$ cat src/rtl/sequence_generator.sv
// Serial pattern transmitter: captures a parallel pattern on start and sends it MSB-first,
// optionally repeating it with fixed idle gaps between passes.
//   state   | meaning
//   S_IDLE  | waiting for start
//   S_SHIFT | presenting pattern bits, one per cycle
//   S_GAP   | idle gap between passes, still busy
//   S_DONE  | one-cycle completion pulse
module sequence_generator #(
  parameter int WIDTH = 8,
  parameter int LEN_W = 4,
  parameter int REP_W = 4,
  parameter int GAP   = 2
) (
  input  logic             clk,
  input  logic             reset,
  input  logic             start,
  input  logic [WIDTH-1:0] pattern,
  input  logic [LEN_W-1:0] len,
  input  logic [REP_W-1:0] reps,
  input  logic             abort,
  output logic             x,
  output logic             x_valid,
  output logic             busy,
  output logic             done
);

  localparam int GAP_W = (GAP > 1) ? $clog2(GAP) : 1;

  typedef enum logic [1:0] {S_IDLE, S_SHIFT, S_GAP, S_DONE} state_t;

  state_t             r_state, w_state_n;
  logic [WIDTH-1:0]   r_pat, w_pat_n;
  logic [LEN_W-1:0]   r_len, w_len_n;
  logic [LEN_W-1:0]   r_bit, w_bit_n;
  logic [REP_W-1:0]   r_pass, w_pass_n;
  logic [GAP_W-1:0]   r_gap, w_gap_n;
  logic               r_x, w_x_n;
  logic               r_x_valid, w_x_valid_n;
  logic               r_busy, w_busy_n;
  logic               r_done, w_done_n;
  logic [LEN_W-1:0]   w_len_eff;
  logic [REP_W-1:0]   w_reps_eff;

  function automatic logic sel_bit(input logic [WIDTH-1:0] p, input logic [LEN_W-1:0] i);
    return |(p & (WIDTH'(1) << i));
  endfunction

  assign w_len_eff  = (len == '0 || len > LEN_W'(WIDTH)) ? LEN_W'(WIDTH) : len;
  assign w_reps_eff = (reps == '0) ? REP_W'(1) : reps;

  always_ff @(posedge clk or negedge reset) begin
    if (!reset) begin
      r_state   <= S_IDLE;
      r_pat     <= '0;
      r_len     <= '0;
      r_bit     <= '0;
      r_pass    <= '0;
      r_gap     <= '0;
      r_x       <= 1'b0;
      r_x_valid <= 1'b0;
      r_busy    <= 1'b0;
      r_done    <= 1'b0;
    end else begin
      r_state   <= w_state_n;
      r_pat     <= w_pat_n;
      r_len     <= w_len_n;
      r_bit     <= w_bit_n;
      r_pass    <= w_pass_n;
      r_gap     <= w_gap_n;
      r_x       <= w_x_n;
      r_x_valid <= w_x_valid_n;
      r_busy    <= w_busy_n;
      r_done    <= w_done_n;
    end
  end

  // Outputs are computed for the cycle after the edge, so x always matches the registered index.
  always_comb begin
    w_state_n   = r_state;
    w_pat_n     = r_pat;
    w_len_n     = r_len;
    w_bit_n     = r_bit;
    w_pass_n    = r_pass;
    w_gap_n     = r_gap;
    w_x_n       = 1'b0;
    w_x_valid_n = 1'b0;
    w_busy_n    = 1'b0;
    w_done_n    = 1'b0;
    case (r_state)
      S_IDLE: begin
        if (start && !abort) begin
          w_state_n   = S_SHIFT;
          w_pat_n     = pattern;
          w_len_n     = w_len_eff;
          w_bit_n     = w_len_eff - LEN_W'(1);
          w_pass_n    = w_reps_eff - REP_W'(1);
          w_x_n       = sel_bit(pattern, w_len_eff - LEN_W'(1));
          w_x_valid_n = 1'b1;
          w_busy_n    = 1'b1;
        end
      end
      S_SHIFT: begin
        if (abort) begin
          w_state_n = S_IDLE;
        end else if (r_bit != '0) begin
          w_bit_n     = r_bit - LEN_W'(1);
          w_x_n       = sel_bit(r_pat, r_bit - LEN_W'(1));
          w_x_valid_n = 1'b1;
          w_busy_n    = 1'b1;
        end else if (r_pass != '0) begin
          w_pass_n = r_pass - REP_W'(1);
          w_busy_n = 1'b1;
          if (GAP > 0) begin
            w_state_n = S_GAP;
            w_gap_n   = GAP_W'(GAP - 1);
          end else begin
            w_bit_n     = r_len - LEN_W'(1);
            w_x_n       = sel_bit(r_pat, r_len - LEN_W'(1));
            w_x_valid_n = 1'b1;
          end
        end else begin
          w_state_n = S_DONE;
          w_done_n  = 1'b1;
        end
      end
      S_GAP: begin
        if (abort) begin
          w_state_n = S_IDLE;
        end else if (r_gap != '0) begin
          w_gap_n  = r_gap - GAP_W'(1);
          w_busy_n = 1'b1;
        end else begin
          w_state_n   = S_SHIFT;
          w_bit_n     = r_len - LEN_W'(1);
          w_x_n       = sel_bit(r_pat, r_len - LEN_W'(1));
          w_x_valid_n = 1'b1;
          w_busy_n    = 1'b1;
        end
      end
      S_DONE: begin
        w_state_n = S_IDLE;
      end
      default: begin
        w_state_n = S_IDLE;
      end
    endcase
  end

  assign x       = r_x;
  assign x_valid = r_x_valid;
  assign busy    = r_busy;
  assign done    = r_done;

endmodule

$ cat config.mk
export PLATFORM = sky130hd
export DESIGN_NAME = sequence_generator
export DESIGN_NICKNAME = d
export VERILOG_FILES = /design/src/rtl/sequence_generator.sv
export SDC_FILE = /design/constraint.sdc
export NUM_CORES = 1
export LEC_CHECK = 0
export BUFFER_PORTS_ARGS = -buffer_cell sky130_fd_sc_hd__buf_2
export CORE_MARGIN = 5
export CORE_UTILIZATION = 34
export DETAILED_ROUTE_END_ITERATION = 10
export GPL_ROUTABILITY_DRIVEN = 1
export GPL_TIMING_DRIVEN = 0
export PLACE_DENSITY = 0.55
export SYNTH_ARGS = -nofsm -noshare
export SYNTH_HDL_FRONTEND = slang
export SYNTH_SLANG_ARGS = --single-unit
$ cat constraint.sdc
create_clock -name clk -period 2.42 [get_ports clk]
set_input_delay 0.363 -clock clk [delete_from_list [all_inputs] [get_ports clk]]
set_output_delay 0.363 -clock clk [all_outputs]
set_load 0.02 [all_outputs]
==> qor.yml <==
yosys:
  syn-cell-area_sq_um: 1770
  yosysTopAreaCell: "dfrtp_1"
  ys.warnings.count: 0
  ys_top_cells_by_area: "dfrtp_1, ha_1, mux2_2, o21ai_0, nand2_1"
  async_reset_ff_share_pct: 100
  ys_types: 41
  yosysSeqAreaShare_pct: 38.2
  synth-edff-count: 0
  synth_flop_cell: "dfrtp_1"
  yosys_register_bits: 27
  avgSynthCellArea_sq_um: 9.56
  synth_top_area_share_pct: 38.2
  syn_inst: 185
  synth.net_count: 222
clocking:
  cts_sinks: 27
  clk_latency_ps: 280
  cts_tree: "yes"
  postCtsHoldBufs: 0
  clkTransAtPathRegs_ps: 110
  cts_resized: 0
  cts-root-buf: "clkbuf_8"
  numCtsBuffers: 3
  htree_levels: 1
  clock_path_buffers: 2
  post-cts-setup-buffers: 0
worst_setup_path:
  cp-end-kind: "flip-flop"
  worst_path_max_delay_cell: "dfrtp_1"
  path_cells: "inv_1, ha_1, clkbuf_8, or3_1, o21ai_0, ha_1, o21ai_1, a221o_1"
  crit-reg2reg-launch: "r_state[1]"
  crit_family: "compound AO/OA/AOI/OAI gates"
  reg2reg_slack_ps: 210
  cp-start-kind: "flip-flop"
  ff2ff_path_depth: 8
  path_buf_inv: 2
  cp_common_cell: "ha_1"
  cpPeakStageDelay_ps: 420
  worstPathArrival_ps: 2370
  crit_required_ps: 2580
  crit_fanout: 10
  worstSetupPathType: "reg -> reg"
  worstReg2RegEnd: "r_pass[2]"
global_route:
  grt_pass1_vias: 1498
  grt-ovfl-total: 0
  grt_max_degree: 28
  antenna_found_initial: 0
  grt_pass1_wl_um: 6950
  grt.total_usage_pct: 13.4
hold_path:
  hold_class: "in -> async"
timing:
  hold_violations: 0
  tightest_slew_ps: 646
  rsz0062_at_grt: "false"
  drv_slew: 0
  clock-skew-final_ps: 12.4
  timing.setup.tns_ps: 0
  clock.fmax_ghz: 0.452
  post-route-min-period_ps: 2210
  setup_viol: 0
  maxSlewHeadroom_pct: 56.9
  fin_crit_sh_pct: 91.4
drt:
  vias: 1450
  wl_per_cell_um: 14.4
  antenna_left: 0
  totalWireLength_um: 4070
  first_pass_iters: 4
  drtIter0Drc: 45
  drc: 0
  viasPerCell: 5.14
floorplan:
  core_area_sq_um: 5070
  rows: 26
  start_util_pct: 34.9
  fp.dieW_um: 82.1
  die_area_sq_um: 6750
  die_h_um: 82.1
  num_io_pins: 24
final_layout:
  layout_common_cells: "dfrtp_1, buf_2, nand2_1, ha_1, o21ai_0"
  drive_gt1_share_pct: 19.8
  layout-area-overhead-vs-synth_pct: 14.2
  fillCellCount: 543
  regArea_sq_um: 676
  n_antenna_cell: 0
  layout_commonest_cell: "dfrtp_1"
  fin_nets: 250
  multiInputGateArea_sq_um: 1020
  utilization_pct: 39.8
power_and_ir_drop:
  powerDensity_nw_per_um2: 1200
  p_leak_uw: 0.000923
  peakVddDrop_uv: 435
placement:
  io_buffers: 23
  gp_congestion: 0.777
  dp.final_hpwl_um: 3190
run_status:
  status: "finished, final reports clean"
job:
  drv_cap: 0
cell usage after synthesis (all sizes together) (3+ instances only):
master	n
ha	17
mux2i	3
nand3	3
dfrtp	27
a31oi	4
a21oi	3
and2	3
clkbuf	3
xor2	3
nand2	17
a22oi	8
inv	14
nand2b	6
nor3	8
o21ai	17
nor2	12
mux2	9
worst max-delay path by stage:
| stage | startpoint | cells after the start | end | slack, ps |
|---|---|---|---|---|
| after floorplan | r_state[1] | 8 | r_pass[2] | 430 |
| after CTS | r_state[1] | 8 | r_pass[2] | 200 |
| after global placement | r_state[1] | 8 | r_pass[2] | 270 |
| final | r_state[1] | 8 | r_pass[2] | 210 |
| after detailed placement | r_state[1] | 8 | r_pass[2] | 230 |
| after global routing | r_state[1] | 8 | r_pass[2] | 40 |
worst register-to-register path: stages (launching register included):
cell and delay [ps]:
dfrtp_1 420, inv_1 80, ha_1 220, clkbuf_8 180, or3_1 370, o21ai_0 150
ha_1 270, o21ai_1 70, a221o_1 340
cell type report:
| class | count | area share [%] |
|---|---|---|
| Tap cell | 70 | 4.33 |
| Timing Repair Buffer | 23 | 5.70 |
| Clock buffer | 3 | 2.04 |
| Inverter | 14 | 2.60 |
| Multi-Input combinational cell | 141 | 50.5 |
| Sequential cell | 27 | 33.4 |
| Buffer | 3 | 1.05 |
| Clock inverter | 1 | 0.372 |
metal layers:
layer  track usage, %  part of all wire (%)  vias to the layer above
met5                0                     0                        -
met4             5.15                   1.3                        0
met3             1.84                   3.6                        4
met2             22.1                    46                       33
met1             17.9                    49                      687
li1                 -                     -                      726
registers in the layout, indices dropped and copies added, names as in the netlist:
signal and flops:
r_pass 4, r_state 2, busy 1, done 1, x_valid 1, r_gap 1, r_len 4, r_pat 8
r_bit 4, x 1
report_power, final:
| part | total, uW | internal [uW] | switching [uW] |
|---|---|---|---|
| clock network | 269 | 117 | 152 |
| registers | 882 | 662 | 220 |
| logic | 1280 | 586 | 696 |
| total | 2430 | 1370 | 1070 |
logic make-up after synthesis:
family	share of synthesized area, %
adder cells (fa/ha/maj)	12.0
flip-flops	38.2
buffers and inverters	4.17
multiplexers	7.43
AND/OR/NAND/NOR	17.6
AO/OA/AOI/OAI	18.1
XOR/XNOR	2.48
stage by stage:
stage          hold WS, ps  area, sq um  setup slack, ps  instances  power [uW]
2_1_floorplan         67.4         1770              426        185        1830
3_3_place_gp           423         1970              273        278        2160
3_5_place_dp           428         1970              231        278        2180
4_1_cts                110         2020              199        282        2460
5_1_grt                145         2020             44.4        282        2690
6_report              97.2         2020              209        282        2430
Power figures use the tool's default switching activity.
